<file path="config.mk">
export PLATFORM = sky130hd
export DESIGN_NAME = wb_master_08
export DESIGN_NICKNAME = d
export VERILOG_FILES = /design/src/rtl/wb_pkg.sv /design/src/rtl/wb_dcnt.sv /design/src/rtl/wb_master_08.sv
export SDC_FILE = /design/constraint.sdc
export NUM_CORES = 1
export LEC_CHECK = 0
export ABC_AREA = 1
export CORE_MARGIN = 3
export CORE_UTILIZATION = 41
export CTS_CLUSTER_DIAMETER = 100
export DETAILED_ROUTE_END_ITERATION = 10
export GPL_TIMING_DRIVEN = 0
export PLACE_DENSITY = 0.79
export SETUP_SLACK_MARGIN = 0.1
export SLEW_MARGIN = 15
export SYNTH_ARGS = -nofsm -noshare
export SYNTH_HDL_FRONTEND = slang
export SYNTH_HIERARCHICAL = 1
export SYNTH_SLANG_ARGS = --single-unit
</file>
<file path="constraint.sdc">
create_clock -name CLK_i -period 2.02 [get_ports CLK_i]
set_clock_uncertainty 0.05 [all_clocks]
set_input_delay 0.303 -clock CLK_i [delete_from_list [all_inputs] [get_ports CLK_i]]
set_output_delay 0.303 -clock CLK_i [all_outputs]
set_load 0.005 [all_outputs]
</file>
<file path="src/rtl/wb_pkg.sv">
// ============================================================================
// Module   : wb_pkg
// Purpose  : Shared types and helpers for the 8-bit Wishbone classic master.
// Revision : 1.0 - initial release
// ============================================================================
`default_nettype none

package wb_pkg;

  typedef enum logic [1:0] {
    WB_ST_OK  = 2'b00,
    WB_ST_ERR = 2'b01,
    WB_ST_RTY = 2'b10,
    WB_ST_TMO = 2'b11
  } wb_status_t;

  typedef enum logic [1:0] {
    MST_IDLE    = 2'b00,
    MST_ACTIVE  = 2'b01,
    MST_BACKOFF = 2'b10,
    MST_RESP    = 2'b11
  } wb_mst_state_t;

  // Counter only ever holds (limit-1), so $clog2 of the larger limit suffices.
  function automatic int wb_cnt_width(input int a, input int b);
    int m;
    m = (a > b) ? a : b;
    return (m <= 2) ? 1 : $clog2(m);
  endfunction

endpackage

`default_nettype wire

</file>
<file path="src/rtl/wb_dcnt.sv">
// ============================================================================
// Module   : wb_dcnt
// Purpose  : Loadable down-counter with enable and zero flag; saturates at 0.
// Revision : 1.0 - initial release
// ============================================================================
`default_nettype none

module wb_dcnt #(
  parameter int WIDTH = 8
) (
  input  logic             clk,
  input  logic             rst,
  input  logic             i_en,
  input  logic             i_load,
  input  logic [WIDTH-1:0] i_load_val,
  input  logic             i_dec,
  output logic             o_zero
);

  logic [WIDTH-1:0] cnt_q;
  logic [WIDTH-1:0] cnt_d;

  always_comb begin
    cnt_d = cnt_q;
    if (i_load) begin
      cnt_d = i_load_val;
    end else if (i_dec && (cnt_q != '0)) begin
      cnt_d = cnt_q - WIDTH'(1);
    end
  end

  always_ff @(posedge clk) begin
    if (rst) begin
      cnt_q <= '0;
    end else if (i_en) begin
      cnt_q <= cnt_d;
    end
  end

  assign o_zero = (cnt_q == '0);

endmodule

`default_nettype wire

</file>
<file path="src/rtl/wb_master_08.sv">
// ============================================================================
// Module   : wb_master_08
// Purpose  : Single-outstanding 8-bit Wishbone classic master with ERR, bounded
//            RTY re-issue and no-response timeout.
// Revision : 1.0 - initial release
// ============================================================================
`default_nettype none

module wb_master_08
  import wb_pkg::*;
#(
  parameter int WB_AWIDTH_g    = 16,
  parameter int WB_TIMEOUT_g   = 255,
  parameter int WB_MAX_RETRY_g = 3,
  parameter int WB_RETRY_GAP_g = 4
) (
  input  logic                   CLK_i,
  input  logic                   RST_i,
  input  logic                   CLK_EN_i,
  input  logic                   CMD_VALID_i,
  output logic                   CMD_READY_o,
  input  logic                   CMD_WE_i,
  input  logic [WB_AWIDTH_g-1:0] CMD_ADR_i,
  input  logic [7:0]             CMD_DAT_i,
  output logic                   RSP_VALID_o,
  output logic [7:0]             RSP_DAT_o,
  output logic [1:0]             RSP_STATUS_o,
  output logic [WB_AWIDTH_g-1:0] WBM_ADR_o,
  output logic [7:0]             WBM_DAT_o,
  input  logic [7:0]             WBM_DAT_i,
  output logic                   WBM_WE_o,
  output logic                   WBM_STB_o,
  output logic                   WBM_CYC_o,
  input  logic                   WBM_ACK_i,
  input  logic                   WBM_ERR_i,
  input  logic                   WBM_RTY_i
);

  localparam int CNT_W = wb_cnt_width(WB_TIMEOUT_g, WB_RETRY_GAP_g);
  localparam int RTY_W = (WB_MAX_RETRY_g < 2) ? 1 : $clog2(WB_MAX_RETRY_g + 1);

  localparam logic [CNT_W-1:0] TMO_LOAD = CNT_W'(WB_TIMEOUT_g - 1);
  localparam logic [CNT_W-1:0] GAP_LOAD = CNT_W'(WB_RETRY_GAP_g - 1);
  localparam logic [RTY_W-1:0] RTY_MAX  = RTY_W'(WB_MAX_RETRY_g);

  wb_mst_state_t          state_q, state_d;
  logic [RTY_W-1:0]       retry_q, retry_d;
  logic                   we_q, we_d;
  logic [WB_AWIDTH_g-1:0] adr_q, adr_d;
  logic [7:0]             dat_q, dat_d;
  logic                   cyc_q, cyc_d;
  logic                   rsp_valid_q, rsp_valid_d;
  logic [7:0]             rsp_dat_q, rsp_dat_d;
  wb_status_t             rsp_status_q, rsp_status_d;

  logic                   accept;
  logic                   cnt_load;
  logic [CNT_W-1:0]       cnt_load_val;
  logic                   cnt_dec;
  logic                   cnt_zero;

  assign CMD_READY_o = (state_q == MST_IDLE);
  assign accept      = CMD_VALID_i & CMD_READY_o & CLK_EN_i;

  // One counter serves both the ACTIVE timeout and the BACKOFF gap.
  wb_dcnt #(
    .WIDTH (CNT_W)
  ) u_dcnt (
    .clk        (CLK_i),
    .rst        (RST_i),
    .i_en       (CLK_EN_i),
    .i_load     (cnt_load),
    .i_load_val (cnt_load_val),
    .i_dec      (cnt_dec),
    .o_zero     (cnt_zero)
  );

  always_ff @(posedge CLK_i) begin
    if (RST_i) begin
      state_q      <= MST_IDLE;
      retry_q      <= '0;
      we_q         <= 1'b0;
      adr_q        <= '0;
      dat_q        <= '0;
      cyc_q        <= 1'b0;
      rsp_valid_q  <= 1'b0;
      rsp_dat_q    <= '0;
      rsp_status_q <= WB_ST_OK;
    end else if (CLK_EN_i) begin
      state_q      <= state_d;
      retry_q      <= retry_d;
      we_q         <= we_d;
      adr_q        <= adr_d;
      dat_q        <= dat_d;
      cyc_q        <= cyc_d;
      rsp_valid_q  <= rsp_valid_d;
      rsp_dat_q    <= rsp_dat_d;
      rsp_status_q <= rsp_status_d;
    end
  end

  // Termination priority inside ACTIVE is ERR > RTY > ACK > timeout.
  always_comb begin
    state_d      = state_q;
    retry_d      = retry_q;
    we_d         = we_q;
    adr_d        = adr_q;
    dat_d        = dat_q;
    rsp_dat_d    = rsp_dat_q;
    rsp_status_d = rsp_status_q;
    cnt_load     = 1'b0;
    cnt_load_val = TMO_LOAD;
    cnt_dec      = 1'b0;
    case (state_q)
      MST_IDLE: begin
        if (accept) begin
          state_d  = MST_ACTIVE;
          we_d     = CMD_WE_i;
          adr_d    = CMD_ADR_i;
          dat_d    = CMD_DAT_i;
          retry_d  = '0;
          cnt_load = 1'b1;
        end
      end
      MST_ACTIVE: begin
        if (WBM_ERR_i) begin
          state_d      = MST_RESP;
          rsp_status_d = WB_ST_ERR;
          rsp_dat_d    = 8'h00;
        end else if (WBM_RTY_i) begin
          if (retry_q == RTY_MAX) begin
            state_d      = MST_RESP;
            rsp_status_d = WB_ST_RTY;
            rsp_dat_d    = 8'h00;
          end else begin
            state_d      = MST_BACKOFF;
            retry_d      = retry_q + RTY_W'(1);
            cnt_load     = 1'b1;
            cnt_load_val = GAP_LOAD;
          end
        end else if (WBM_ACK_i) begin
          state_d      = MST_RESP;
          rsp_status_d = WB_ST_OK;
          rsp_dat_d    = we_q ? 8'h00 : WBM_DAT_i;
        end else if (cnt_zero) begin
          state_d      = MST_RESP;
          rsp_status_d = WB_ST_TMO;
          rsp_dat_d    = 8'h00;
        end else begin
          cnt_dec = 1'b1;
        end
      end
      MST_BACKOFF: begin
        if (cnt_zero) begin
          state_d  = MST_ACTIVE;
          cnt_load = 1'b1;
        end else begin
          cnt_dec = 1'b1;
        end
      end
      MST_RESP: begin
        state_d = MST_IDLE;
      end
      default: begin
        state_d = MST_IDLE;
      end
    endcase
  end

  always_comb begin
    cyc_d       = (state_d == MST_ACTIVE);
    rsp_valid_d = (state_d == MST_RESP);
  end

  assign WBM_CYC_o    = cyc_q;
  assign WBM_STB_o    = cyc_q;
  assign WBM_WE_o     = we_q;
  assign WBM_ADR_o    = adr_q;
  assign WBM_DAT_o    = dat_q;
  assign RSP_VALID_o  = rsp_valid_q;
  assign RSP_DAT_o    = rsp_dat_q;
  assign RSP_STATUS_o = rsp_status_q;

endmodule

`default_nettype wire

</file>
==> parameters.txt, run 1 <==
Parameter                              Value

Clocking
  H-Tree Depth ... 2
  Number of buffers on the longest clock path ... 2
  Num CTS Buffers ... 5
  Clock sinks ... 49
  Clock tree from TritonCTS ... yes
  Register clock-pin slew on the reported worst setup and hold paths ... 0.10 ns
  CTS root buf ... sky130_fd_sc_hd__clkbuf_8
  Quantity of hold-fixing buffers added after cts ... 0
  Worst-skew pair later-pin latency ... 0.30 ns

Critical path
  CP Data Arrival Time ... 1.54 ns
  Type of the worst setup path ... reg2out
  Critical path startpoint category ... flop
  Critical path data required time ... 1.67 ns
  Endpoint kind of the worst setup timing path ... output port
  Max FO, Critical Path ... 5

Yosys
  Synth Warn # ... 6
  Cell area after technology mapping ... 0.00235 mm2
  Net count after synthesis ... 379
  Sequential fraction of the synthesis area ... 41.7%
  Number of distinct library cell variants in the gate-level netlist after synthesis ... 28
  Synthesized area per cell ... 7.08 um2
  Yosys reg bits ... 49
  Count of flip-flops with a built-in enable after synthesis ... 0
  Cells after synthesis ... 332
  Dominant register cell in the synthesized netlist ... sky130_fd_sc_hd__dfxtp_1
  Share of flip-flops with an asynchronous set or reset ... 0%

Finish
  Count of fill cells added during filler insertion ... 443
  Proportion of layout cells with a drive suffix above 1 ... 17.6%
  Layout Nets ... 478
  Most frequent standard cell in the layout excluding fill and tap cells ... sky130_fd_sc_hd__clkdlybuf4s50_1
  FF+latch area ... 996 um2
  Ant. Diodes ... 0
  Area occupied by multi-input gates ... 0.00124 mm2
  Area overhead of the layout relative to synthesis ... 56.2%
  Commonest cells after routing, fill and taps aside ... 75 x sky130_fd_sc_hd__clkdlybuf4s50_1, 57 x sky130_fd_sc_hd__nand2_1, 46 x sky130_fd_sc_hd__inv_1, 41 x sky130_fd_sc_hd__dfxtp_1, 41 x sky130_fd_sc_hd__a21oi_1
  Final non-filler cell total ... 502

GRT
  Antenna violations before repair ... 0
  Global-route wire length before repair ... 10,100 um
  Largest net degree at the start of global routing ... 17
  Number of global-route vias before repair ... 2,358
  Total gr overflow ... 0
  Overall fraction of global-route tracks in use ... 19.2%

Routing
  Post-detailed-routing wire length ... 6910 um
  Post-route DRC ... 0
  Detailed Routing Iterations Pass 1 ... 4
  Overall via count from detail_route ... 2,527
  Via-to-Cell Ratio ... 5.03
  Antenna-violating nets left ... 0
  Iteration-0 DRC Markers ... 77
  Average wire length per cell after detail routing ... 13.8 um

Pwr
  Final total power ... 2.52 mW
  Power density over cell area ... 685 mW/mm2
  Static Leak ... 1.52 nW
  Peak supply drop ... 0.462 mV

Placement
  Dpl hpwl ... 4640 um
  Count of placed standard cells including taps ... 480
  Placement-stage worst setup slack ... -0.786 ns
  Number of I/O port buffers ... 78
  Global placer's final weighted congestion ... 0.871

Timing
  Clock period minus final worst setup slack ... 1.90 ns
  Worst Hold Margin ... 0.398 ns
  Max Transition Viols Final ... 0
  Unrepaired setup endpoints after global routing ... true
  Slew HR ... 64.8%
  Setup slack of the critical path after layout ... 0.122 ns
  Final setup fails ... 0
  Transition time at the pin with the least slew margin ... 0.527 ns
  Highest clock rate ... 527 MHz
  Count of endpoints failing hold in the final timing report ... 0
  Share of the clock period used by the worst path ... 94.0%

Floorplanning
  Core area ... 0.00534 mm2
  Die width ... 81.7 um
  Initial core utilization ... 44.1%
  Number of placed I/O pins ... 79
  Cell Rows ... 26
  Die extent in y ... 81.7 um
  Die Footprint ... 0.00668 mm2

Flow run
  Count of max-cap constraint violations ... 0

Status
  Run status ... finished, final reports clean

Worst hold path
  Class of the tightest hold or removal check ... reg2reg
==> per-layer routing <==
layer | track usage [%] | vias to the layer above | wire length, um | part of all wire [%]
met5 | 0 | - | 0 | 0
li1 | - | 1263 | - | -
met1 | 22.9 | 1139 | 2800 | 41
met4 | 7.97 | 0 | 172 | 2.5
met2 | 33.0 | 106 | 3430 | 50
met3 | 4.50 | 19 | 501 | 7.3
==> path summary, 6_finish.rpt <==
check / from / endpoint / slack (ns) / cells past startpoint
worst max-delay path: state_q[0] / CMD_READY_o / 0.12 / 4
worst min-delay path: WBM_DAT_o[5] / WBM_DAT_o[5] / 0.40 / 2
worst max register to register: u_dcnt/cnt_q[1] / u_dcnt/cnt_q[5] / 0.16 / 13
worst min register to register: WBM_DAT_o[5] / WBM_DAT_o[5] / 0.40 / 2
==> power breakdown <==
group	switching [mW]	internal (mW)
registers	0.0408	1.02
clock network	0.338	0.498
logic	0.302	0.314
==> registers in the layout, indices dropped and copies added (netlist names) <==
| name | flops |
|---|---|
| u_dcnt/cnt_q | 8 |
| retry_q | 2 |
| WBM_WE_o | 1 |
| RSP_DAT_o | 8 |
| RSP_STATUS_o | 2 |
| RSP_VALID_o | 1 |
| WBM_DAT_o | 8 |
| WBM_ADR_o | 16 |
| state_q | 2 |
| WBM_CYC_o | 1 |
==> stage by stage <==
| stage | TNS [ns] | area (um2) | utilization (%) |
|---|---|---|---|
| global route | 0 | 3670 | 68.8 |
| CTS | 0 | 3500 | 65.6 |
| detailed placement | -6.37 | 3240 | 60.7 |
| finish | 0 | 3670 | 68.8 |
| floorplan | 0 | 2370 | - |
| global placement | -5.61 | 3240 | 60.7 |
==> critical path, cell delays in order, from the launching register on <==
cell	delay (ns)
sky130_fd_sc_hd__dfxtp_4	0.38
sky130_fd_sc_hd__inv_2	0.08
sky130_fd_sc_hd__ha_4	0.15
sky130_fd_sc_hd__buf_4	0.14
sky130_fd_sc_hd__clkdlybuf4s50_1	0.50
==> synthesized netlist by cell type (3+ instances only) <==
cell                       instances  area share [%]
sky130_fd_sc_hd__a21oi_1          46             9.8
sky130_fd_sc_hd__buf_2             5             1.1
sky130_fd_sc_hd__clkbuf_1          6            0.96
sky130_fd_sc_hd__dfxtp_1          49              42
sky130_fd_sc_hd__ha_1              7             3.7
sky130_fd_sc_hd__inv_1            50             8.0
sky130_fd_sc_hd__inv_2             4            0.64
sky130_fd_sc_hd__nand2_1          57             9.1
sky130_fd_sc_hd__nand2_2           5             1.3
sky130_fd_sc_hd__nand3_1          17             3.6
sky130_fd_sc_hd__nand3b_1          8             2.6
sky130_fd_sc_hd__nor2_1           26             4.2
sky130_fd_sc_hd__nor2_2            3            0.80
sky130_fd_sc_hd__o21ai_0          24             5.1
sky130_fd_sc_hd__o21ai_1          12             2.6
==> layout make-up <==
type / instances / share of cell area, %
multi-input combinational: 216 / 33.9
inverter: 54 / 5.86
buffer: 13 / 2.79
timing repair buffer: 92 / 24.2
sequential: 49 / 27.1
clock inverter: 3 / 1.87
tap: 70 / 2.39
clock buffer: 5 / 1.87
==> cells by family (layout without fill, tap and decap cells) <==
group                      count (synthesis)  in the layout  synth area share (%)
other                                      1              1                 0.160
DFF                                       49             49                  41.7
and+or+nand+nor                          121            121                  23.7
adders and majority gates                  7              7                  3.73
buffers and inverters                     67            167                  11.4
AOI/OAI and AO/OA                         87             87                  19.2
==> what timing repair did <==
| item | 4_1_cts | 5_1_grt |
|---|---|---|
| gates resized for setup | 24 | 32 |
| cloned | 0 | 0 |
| endpoints found under the setup margin | 8 | 18 |
| setup buffers | 4 | 10 |
| pin swaps | 3 | 10 |
No activity file was read; power rests on OpenSTA's default activity.
==> inputs of run 2 (changes only) <==
--- a/config.mk
+++ b/config.mk
@@ -14,2 +14,3 @@
 export PLACE_DENSITY = 0.79
+export REMOVE_ABC_BUFFERS = 1
 export SETUP_SLACK_MARGIN = 0.1
==> constraint.sdc (replaced) <==
create_clock -name CLK_i -period 2.02 [get_ports CLK_i]
set_clock_uncertainty 0.05 [all_clocks]
set_input_delay 0.202 -clock CLK_i [delete_from_list [all_inputs] [get_ports CLK_i]]
set_output_delay 0.202 -clock CLK_i [all_outputs]
set_load 0.005 [all_outputs]
==> parameters.txt, run 2 (synthesized netlist as in run 1, its figures left out) <==
Parameter                              Value

Timing
  Slew HR ... 33.7%
  Fin Setup TNS ... 0 ns
  Final setup fails ... 0
  Highest clock rate ... 524 MHz
  Count of endpoints failing hold in the final timing report ... 0
  Share of the clock period used by the worst path ... 94.4%
  Clock period minus final worst setup slack ... 1.91 ns
  Transition time at the pin with the least slew margin ... 0.992 ns
  Unrepaired setup endpoints after global routing ... true
  Max Transition Viols Final ... 0
  Worst Hold Margin ... 0.396 ns

Routing
  Iteration-0 DRC Markers ... 183
  Antenna-violating nets left ... 0
  Post-route DRC ... 0
  Overall via count from detail_route ... 2,476
  Detailed Routing Iterations Pass 1 ... 4
  Post-detailed-routing wire length ... 6930 um
  Via-to-Cell Ratio ... 5.05
  Average wire length per cell after detail routing ... 14.1 um

GRT
  Met1 layer usage reported by global route ... 22.7%
  GR met3 Demand/Resource ... 3.95%
  Total gr overflow ... 0
  Overall fraction of global-route tracks in use ... 18.6%
  Met2 global-route usage ... 32.1%
  Antenna violations before repair ... 0
  Layer with the highest usage after global routing ... met2
  Number of global-route vias before repair ... 2,216
  Global-route wire length before repair ... 9770 um
  Largest net degree at the start of global routing ... 28

Critical path
  Register-to-Register Path Depth ... 12
  CP Data Arrival Time ... 2.07 ns
  Endpoint kind of the worst setup timing path ... flop
  Startpoint of the lowest-slack register-to-register path ... state_q[1]
  Ordered cell list for the critical path ... inv_2 -> ha_4 -> inv_2 -> nor2_4 -> a21oi_4 -> a21oi_4 -> clkinv_4 -> buf_4 -> o22ai_1 -> nand2_1 -> nand2_1 -> nor2_1
  Critical path startpoint category ... flop
  Max FO, Critical Path ... 7
  WP buf/inv ... 4
  Peak per-stage delay on the critical path ... 0.37 ns
  Reg-to-reg endpoint ... u_dcnt/cnt_q[5]
  Type of the worst setup path ... reg2reg
  Critical-path top delay cell ... sky130_fd_sc_hd__dfxtp_2
  Kind of cell adding the most delay to the critical path ... buffers and inverters
  Critical path data required time ... 2.18 ns
  Setup slack of the most critical reg-to-reg path ... 0.11 ns

Floorplanning
  Die extent in y ... 81.7 um
  Core area ... 0.00534 mm2
  Die width ... 81.7 um
  Cell Rows ... 26
  Die Footprint ... 0.00668 mm2
  Number of placed I/O pins ... 79
  Initial core utilization ... 44.1%

Finish
  Flip-flop count of the largest register, all copies and words added ... 16
  Count of fill cells added during filler insertion ... 449
  Commonest cells after routing, fill and taps aside ... 76 x sky130_fd_sc_hd__clkdlybuf4s50_1, 55 x sky130_fd_sc_hd__nand2_1, 44 x sky130_fd_sc_hd__inv_1, 42 x sky130_fd_sc_hd__a21oi_1, 41 x sky130_fd_sc_hd__dfxtp_1
  Layout Nets ... 466
  Ant. Diodes ... 0
  Final non-filler cell total ... 490
  Most frequent standard cell in the layout excluding fill and tap cells ... sky130_fd_sc_hd__clkdlybuf4s50_1
  Proportion of layout cells with a drive suffix above 1 ... 16.7%
  Area overhead of the layout relative to synthesis ... 51.5%

Clocking
  H-Tree Depth ... 2
  CTS root buf ... sky130_fd_sc_hd__clkbuf_8
  Clock tree from TritonCTS ... yes
  Num CTS Buffers ... 5
  Clock sinks ... 49
  Number of buffers on the longest clock path ... 2
  Worst-skew pair later-pin latency ... 0.31 ns
  Register clock-pin slew on the reported worst setup and hold paths ... 0.09 ns

Worst hold path
  Worst min-delay path startpoint ... WBM_DAT_o[4]
  Hold Crit Depth ... 2
  Worst hold path endpoint ... WBM_DAT_o[4]
  Class of the tightest hold or removal check ... reg2reg

Placement
  Global placer's final weighted congestion ... 0.925
  Count of placed standard cells including taps ... 467
  Dpl hpwl ... 4120 um
  Number of I/O port buffers ... 78

Pwr
  Static Leak ... 1.42 nW
  Peak supply drop ... 0.378 mV
  Power density over cell area ... 672 mW/mm2

Status
  Run status ... finished, final reports clean

Flow run
  Count of max-cap constraint violations ... 0
-- run 2: layer usage --
metal / wire length (um) / part of all wire (%)
met1: 2880 / 42
met4: 155 / 2.2
met2: 3410 / 49
met3: 484 / 7.0
met5: 0 / 0
-- run 2: tightest hold or removal path, delay by kind of cell, from the launching register on --
family                 cells  cell delay (ns)
DFF                        1             0.32
AOI/OAI and AO/OA          1             0.05
buffers and inverters      1             0.04
-- run 2: how the worst max path moves through the flow --
stage                         start              end  cells after the start
finish                   state_q[1]  u_dcnt/cnt_q[5]                     12
global route               CLK_EN_i     WBM_DAT_o[2]                      4
CTS                 u_dcnt/cnt_q[0]  u_dcnt/cnt_q[7]                     10
detailed placement         CLK_EN_i  u_dcnt/cnt_q[7]                      7
global placement           CLK_EN_i  u_dcnt/cnt_q[5]                      8
floorplan                state_q[0]  u_dcnt/cnt_q[5]                      9
-- run 2: report_power, final --
group	switching, mW	total, mW	internal, mW	leakage [nW]
Sequential	0.0424	1.07	1.03	0.404
Combinational	0.312	0.609	0.297	0.954
Clock	0.344	0.716	0.371	0.0585
Total	0.699	2.39	1.69	1.42
-- run 2: layout make-up --
type | count | area, um2 | area share [%]
Sequential cell | 49 | 991 | 27.8
Clock inverter | 3 | 43.8 | 1.23
Inverter | 54 | 214 | 6.01
Timing Repair inverter | 1 | 7.51 | 0.211
Clock buffer | 5 | 68.8 | 1.93
Timing Repair Buffer | 90 | 872 | 24.5
Multi-Input combinational cell | 218 | 1280 | 35.8
Tap cell | 70 | 87.6 | 2.46
-- run 2: through the flow --
step | cell area [um2] | utilization [%] | setup WS [ns] | total power, mW
after floorplan | 2280 | - | -0.654 | 1.33
after global placement | 3150 | 59.1 | -1.75 | 1.56
after detailed placement | 3150 | 59.1 | -1.78 | 1.57
after CTS | 3400 | 63.7 | 0.101 | 2.33
after global routing | 3560 | 66.7 | 0.0272 | 2.51
final | 3560 | 66.7 | 0.113 | 2.39
-- run 2: what timing repair did --
item                       CTS  global route
hold buffers                 0             0
pin swaps                    6             7
setup endpoints to repair   50            45
resized for setup           22            28
cloned                       2             1
buffers inserted             2            10
